[config.mk]
export PLATFORM = sky130hd
export DESIGN_NAME = fsm_binary_decoder
export DESIGN_NICKNAME = d
export VERILOG_FILES = /design/src/rtl/fsm_binary_decoder.sv
export SDC_FILE = /design/constraint.sdc
export NUM_CORES = 1
export LEC_CHECK = 0
export ABC_AREA = 1
export CAP_MARGIN = 20
export CELL_PAD_IN_SITES_DETAIL_PLACEMENT = 0
export CELL_PAD_IN_SITES_GLOBAL_PLACEMENT = 2
export CORE_MARGIN = 1.5
export CORE_UTILIZATION = 34
export CTS_CLUSTER_SIZE = 14
export DETAILED_ROUTE_END_ITERATION = 10
export HOLD_SLACK_MARGIN = 0.03
export PLACE_DENSITY = 0.8
export SETUP_SLACK_MARGIN = 0.15
export SLEW_MARGIN = 20
export SYNTH_ARGS = -nofsm -noshare
export SYNTH_HDL_FRONTEND = slang
export SYNTH_SLANG_ARGS = --single-unit
[constraint.sdc]
create_clock -name clk -period 4.5 [get_ports clk]
set_input_delay 0.45 -clock clk [delete_from_list [all_inputs] [get_ports clk]]
set_output_delay 0.45 -clock clk [all_outputs]
set_load 0.005 [all_outputs]
[src/rtl/fsm_binary_decoder.sv]
// fsm_binary_decoder: tracks the 4-state one-hot Mealy encoder from its serial
// output, recovers the original bits and packs them into DATA_W-bit words on a
// valid/ready port. Define FSMDEC_STATUS_EN to add dec_state/overrun outputs.
module fsm_binary_decoder #(
    parameter int DATA_W    = 8,
    parameter bit LSB_FIRST = 1
) (
    input  logic              clk,
    input  logic              reset_n,
    input  logic              in_valid,
    input  logic              in_bit,
    output logic              in_ready,
    input  logic              sync,
    output logic              out_valid,
    output logic [DATA_W-1:0] out_data,
    input  logic              out_ready
`ifdef FSMDEC_STATUS_EN
    ,
    output logic [3:0]        dec_state,
    output logic              overrun
`endif
);
    localparam int CW = $clog2(DATA_W);

    typedef enum logic [3:0] {
        S0 = 4'b0001,
        S1 = 4'b0010,
        S2 = 4'b0100,
        S3 = 4'b1000
    } state_t;

    state_t            st, nxt;
    logic [CW-1:0]     cnt, pos;
    logic [DATA_W-1:0] sh, word;
    logic              last, acc, d;

    assign last     = cnt == CW'(DATA_W - 1);
    assign in_ready = !sync && (!last || !out_valid || out_ready);
    assign acc      = in_valid && in_ready;
    assign d        = in_bit ^ (st == S1);
    assign pos      = LSB_FIRST ? cnt : CW'(DATA_W - 1) - cnt;

    // decoded bit merged into the partial word and tracker successor state
    always_comb begin
        word      = sh;
        word[pos] = d;
        nxt       = st == S0 ? (d ? S1 : S0) :
                    st == S1 ? (d ? S3 : S2) :
                    st == S2 ? (d ? S3 : S0) :
                    st == S3 ? (d ? S0 : S3) : S0;
    end

    // tracker, packer and output register; sync outranks bit acceptance
    always_ff @(posedge clk or negedge reset_n) begin
        if (!reset_n) begin
            st        <= S0;
            cnt       <= '0;
            sh        <= '0;
            out_valid <= 1'b0;
            out_data  <= '0;
`ifdef FSMDEC_STATUS_EN
            overrun   <= 1'b0;
`endif
        end else begin
            if (out_valid && out_ready)
                out_valid <= 1'b0;
            if (sync) begin
                st  <= S0;
                cnt <= '0;
                sh  <= '0;
            end else if (acc) begin
                st <= nxt;
                if (last) begin
                    cnt       <= '0;
                    sh        <= '0;
                    out_data  <= word;
                    out_valid <= 1'b1;
                end else begin
                    cnt <= cnt + 1'b1;
                    sh  <= word;
                end
            end
`ifdef FSMDEC_STATUS_EN
            if (in_valid && !in_ready && !sync)
                overrun <= 1'b1;
`endif
        end
    end

`ifdef FSMDEC_STATUS_EN
    assign dec_state = st;
`endif
endmodule

==> run summary <==
The flow ran to the end, and the final reports show no timing, DRC or antenna violations. Setup violations remaining at the end of the flow were counted as 0. The area enclosed by the die boundary is 4120 sq um. The netlist area before placement came out at about 1300 sq um. In this run the power density over the cells is about 310 nW/um^2. The startpoint of the lowest-slack hold path is out_data[2]$_DFFE_PN0P_. Among all stages on the critical path, the largest delay is contributed by clkdlybuf4s50_1. The mean post-synth cell area came out at roughly 7.9 sq um. The core area is around 3600 sq um. The hold-critical path depth came out at 2.

Compared with the post-synthesis result, the final layout area differs by 21.8%. The vias per cell is 4.73. The largest total area in the synthesized netlist belongs to dfrtp_1. The total iterations of the first detailed-routing run came out at 5. The later pin in the worst-skew pair is clocked with a latency of ~270 ps. STA classifies the critical path startpoint as a flip-flop. The worst setup path is captured at an output port. The total power is 477 uW. The largest delay contributor family on the critical path is buffers and inverters. Setup repair after global routing left no endpoint under its margin. The critical path arrival came out at about 2000 ps. The chip width is around 64 microns. The count of distinct cell types in the synthesized netlist is 19. The wire length of the first global-routing pass came out at about 4800 microns. The clock net in this run drives a total of 24 sinks. The peak per-stage delay on the critical path came out at between 400 and 500 ps. Of the total power, the share spent switching nets is about a quarter.

Setup slack on the worst reg-to-reg path comes out at about 2700 ps. The post-cts repair resize count is 0. The final critical delay including setup and external delays came out at 2490 ps.

The final count of pins violating max slew came out at 0. The largest vdd supply drop is 140 uV. The worst register-to-register path ends at sh[2]$_DFFE_PN0P_. The floorplan die height is between 60 and 70 microns. After legalization and detailed placement, the total HPWL measured 1940 microns. The number of antenna violations at the first check in global routing came out at 0. The final cycle utilization of the critical path came out at between 50% and 60%. For this run, asynchronously set or reset flops after synthesis account for 100%.

The analysis attributes to net switching a power of approximately 120 uW. The post-synthesis sequential element count is 24. The number of antenna diodes came out at 0. The placer's final routability congestion estimate came out at between 0.7 and 0.8. The part of the Yosys area used for sequential elements came out at a little under half. The number of buffer and inverter stages on the critical path came out at 1. Clock-pin slew was measured on the worst setup and hold paths at 90 ps. The timing-limited maximum frequency came out at between 400 and 500 MHz. Walking the worst path, the cells encountered are ha_1, ha_1, or2_4, nand2_1, clkdlybuf4s50_1. The count of filler cells inserted in the layout is about 390. The required time at the worst-slack endpoint came out at 4050 ps. The maximum number of pins on one net before global-route repair is 25.

The worst hold-check slack came out at 486 ps. Clock tree synthesis inserted a total of 3 buffers. The synthesized design contains 0 enable-type register cells. The initial cell density of the core came out at 35.0%. For the worst flop-to-flop path, the logic depth is 6. The critical path is of the reg2out type.

The count of buffers added by post-CTS timing repair for setup is 0. The path with the worst hold slack has its endpoint at out_data[2]$_DFFE_PN0P_. Among all flip-flop cells after synthesis, the most frequent one is dfrtp_1. The number of failing hold endpoints at the final stage is 0.

The via count of the first global-routing pass is ~1.1k. On the final layout, the worst clock skew is approximately 2.4 ps. The H-tree depth is 1. The longest clock path from root to sink contains 2 buffers. The share of final-layout standard cells stronger than drive strength 1 is 8.89%. The total of buffers placed on input and output ports is 15. Counting every instance in the synthesized netlist gives 161. The number of nets still failing antenna checks after routing came out at 0. The max capacitance violation total is 0. The startpoint of the lowest-slack register-to-register path is cnt[0]$_DFFE_PN0P_. The largest fanout on the critical path came out at 7.

The part of the power in the clock network came out at roughly 40%. The row count is 22. The routed layout has 1078 vias. Per report_power, the sequential group accounts for between 40% and 50% of the total.

The tightest min-delay check is of the reg2reg type. The top-area cell type share of the netlist area is 45.2%. 16 I/O pins were placed.

Among the stages of the critical path, the cell type that occurs most often is ha_1. After detailed routing, the average wire length per cell comes to 11.4 microns. By area the synthesized netlist is led by dfrtp_1, nand2_1, nand3_1.

The number of buffers inserted for hold repair after clock tree synthesis came out at 0. The logic gate share of total power came out at between 10% and 20%. The worst slew margin relative to its limit is roughly 80%. Counting every net in the synthesized netlist gives between 150 and 200. The total negative slack for setup checks is 0 ps. The overall global routing resource usage came out at about 15%. The total overflow left after global routing is 0. The leakage power is between 0.7 and 0.8 nW. The Yosys step of the flow raised 0 warnings. The internal power of the cells totals around 360 uW.

The routed wire length came out at ~2600 microns. After detailed routing, the number of remaining DRC violations is 0. For the pin with the worst max-slew slack, the measured transition is 315 ps.

The net count reported at finish is 190. The clock tree root buffer cell is clkbuf_8. The TritonCTS clock tree is built. The first routing iteration left 41 violations.
area by class of cell:
type | instances | area [sq um] | share of cell area (%)
flip-flops and latches | 24 | 602 | 38.8
well taps | 48 | 60.1 | 3.87
clock inverters | 1 | 30.0 | 1.94
repair buffers | 16 | 158 | 10.2
inverters | 19 | 76.3 | 4.92
clock buffers | 3 | 41.3 | 2.66
multi-input cells | 117 | 583 | 37.6
cell usage after synthesis (2+ instances only):
cell type / count
dfrtp_1: 23
ha_1: 3
inv_1: 15
inv_2: 2
inv_4: 2
nand2_1: 56
nand3_1: 23
nand4_1: 4
nor2_1: 10
nor2_8: 2
o21ai_0: 10
o21ai_1: 4
registers in the layout, summed over array words and instances, names as in the netlist:
name and count:
cnt 3, out_valid 1, sh 8, st 4, out_data 8
per-layer routing:
| layer | wire length (microns) | vias to the layer above | track usage, % |
|---|---|---|---|
| li1 | - | 566 | - |
| met1 | 1410 | 487 | 20.0 |
| met2 | 1080 | 21 | 23.7 |
| met3 | 68 | 4 | 2.11 |
| met4 | 47 | 0 | 7.18 |
| met5 | 0 | - | 0 |
placed cells by master (no fill, tap or decap), drive strengths merged:
cell / synthesis / final
or2: 1 / 1
clkbuf: 0 / 3
dfrtp: 23 / 23
bufinv: 0 / 1
nand3: 25 / 25
clkdlybuf4s50: 0 / 15
inv: 19 / 19
dfstp: 1 / 1
nand4: 4 / 4
a21oi: 1 / 1
nand2: 57 / 57
ha: 3 / 3
o21ai: 14 / 14
buf: 1 / 1
nor2: 12 / 12
logic make-up (layout without fill, tap and decap cells):
| kind of cell | after synthesis | count (layout) | synth area share [%] |
|---|---|---|---|
| AO/OA/AOI/OAI | 15 | 15 | 5.90 |
| AND/OR/NAND/NOR | 99 | 99 | 37.0 |
| adder cells (fa/ha/maj) | 3 | 3 | 2.95 |
| flip-flops | 24 | 24 | 47.3 |
| buffers and inverters | 20 | 39 | 6.88 |
worst max-delay path by stage:
| stage | slack [ps] | start | end | cells after the start |
|---|---|---|---|---|
| after detailed placement | 2250 | sync | in_ready | 4 |
| final | 2010 | cnt[0]$_DFFE_PN0P_ | in_ready | 5 |
| after global placement | 2240 | sync | in_ready | 4 |
| after floorplan | 2850 | cnt[0]$_DFFE_PN0P_ | in_ready | 4 |
| after CTS | 2000 | cnt[0]$_DFFE_PN0P_ | in_ready | 5 |
| after global routing | 1890 | cnt[0]$_DFFE_PN0P_ | in_ready | 5 |
per-stage QoR:
stage	std cells	area, sq um	utilization, %	setup WS, ps
5_1_grt	228	1550	42.7	1890
4_1_cts	228	1550	42.7	2000
3_3_place_gp	224	1480	40.7	2240
2_1_floorplan	161	1270	-	2850
3_5_place_dp	224	1480	40.7	2250
6_report	228	1550	42.7	2010
worst register-to-register path, delay by kind of cell, from the launching register on:
family / cells / cell delay (ps)
compound gates: 1 / 140
simple gates: 3 / 610
flops: 1 / 460
fa+ha+maj: 2 / 470
power by group through the flow:
stage | sequential [mW] | clock [mW] | combinational (mW)
final | 0.230 | 0.191 | 0.0556
after global routing | 0.231 | 0.205 | 0.0648
after CTS | 0.230 | 0.197 | 0.0567
after detailed placement | 0.234 | 0 | 0.0564
after global placement | 0.234 | 0 | 0.0558
after floorplan | 0.233 | 0 | 0.0366
No activity file was read; power rests on OpenSTA's default activity.
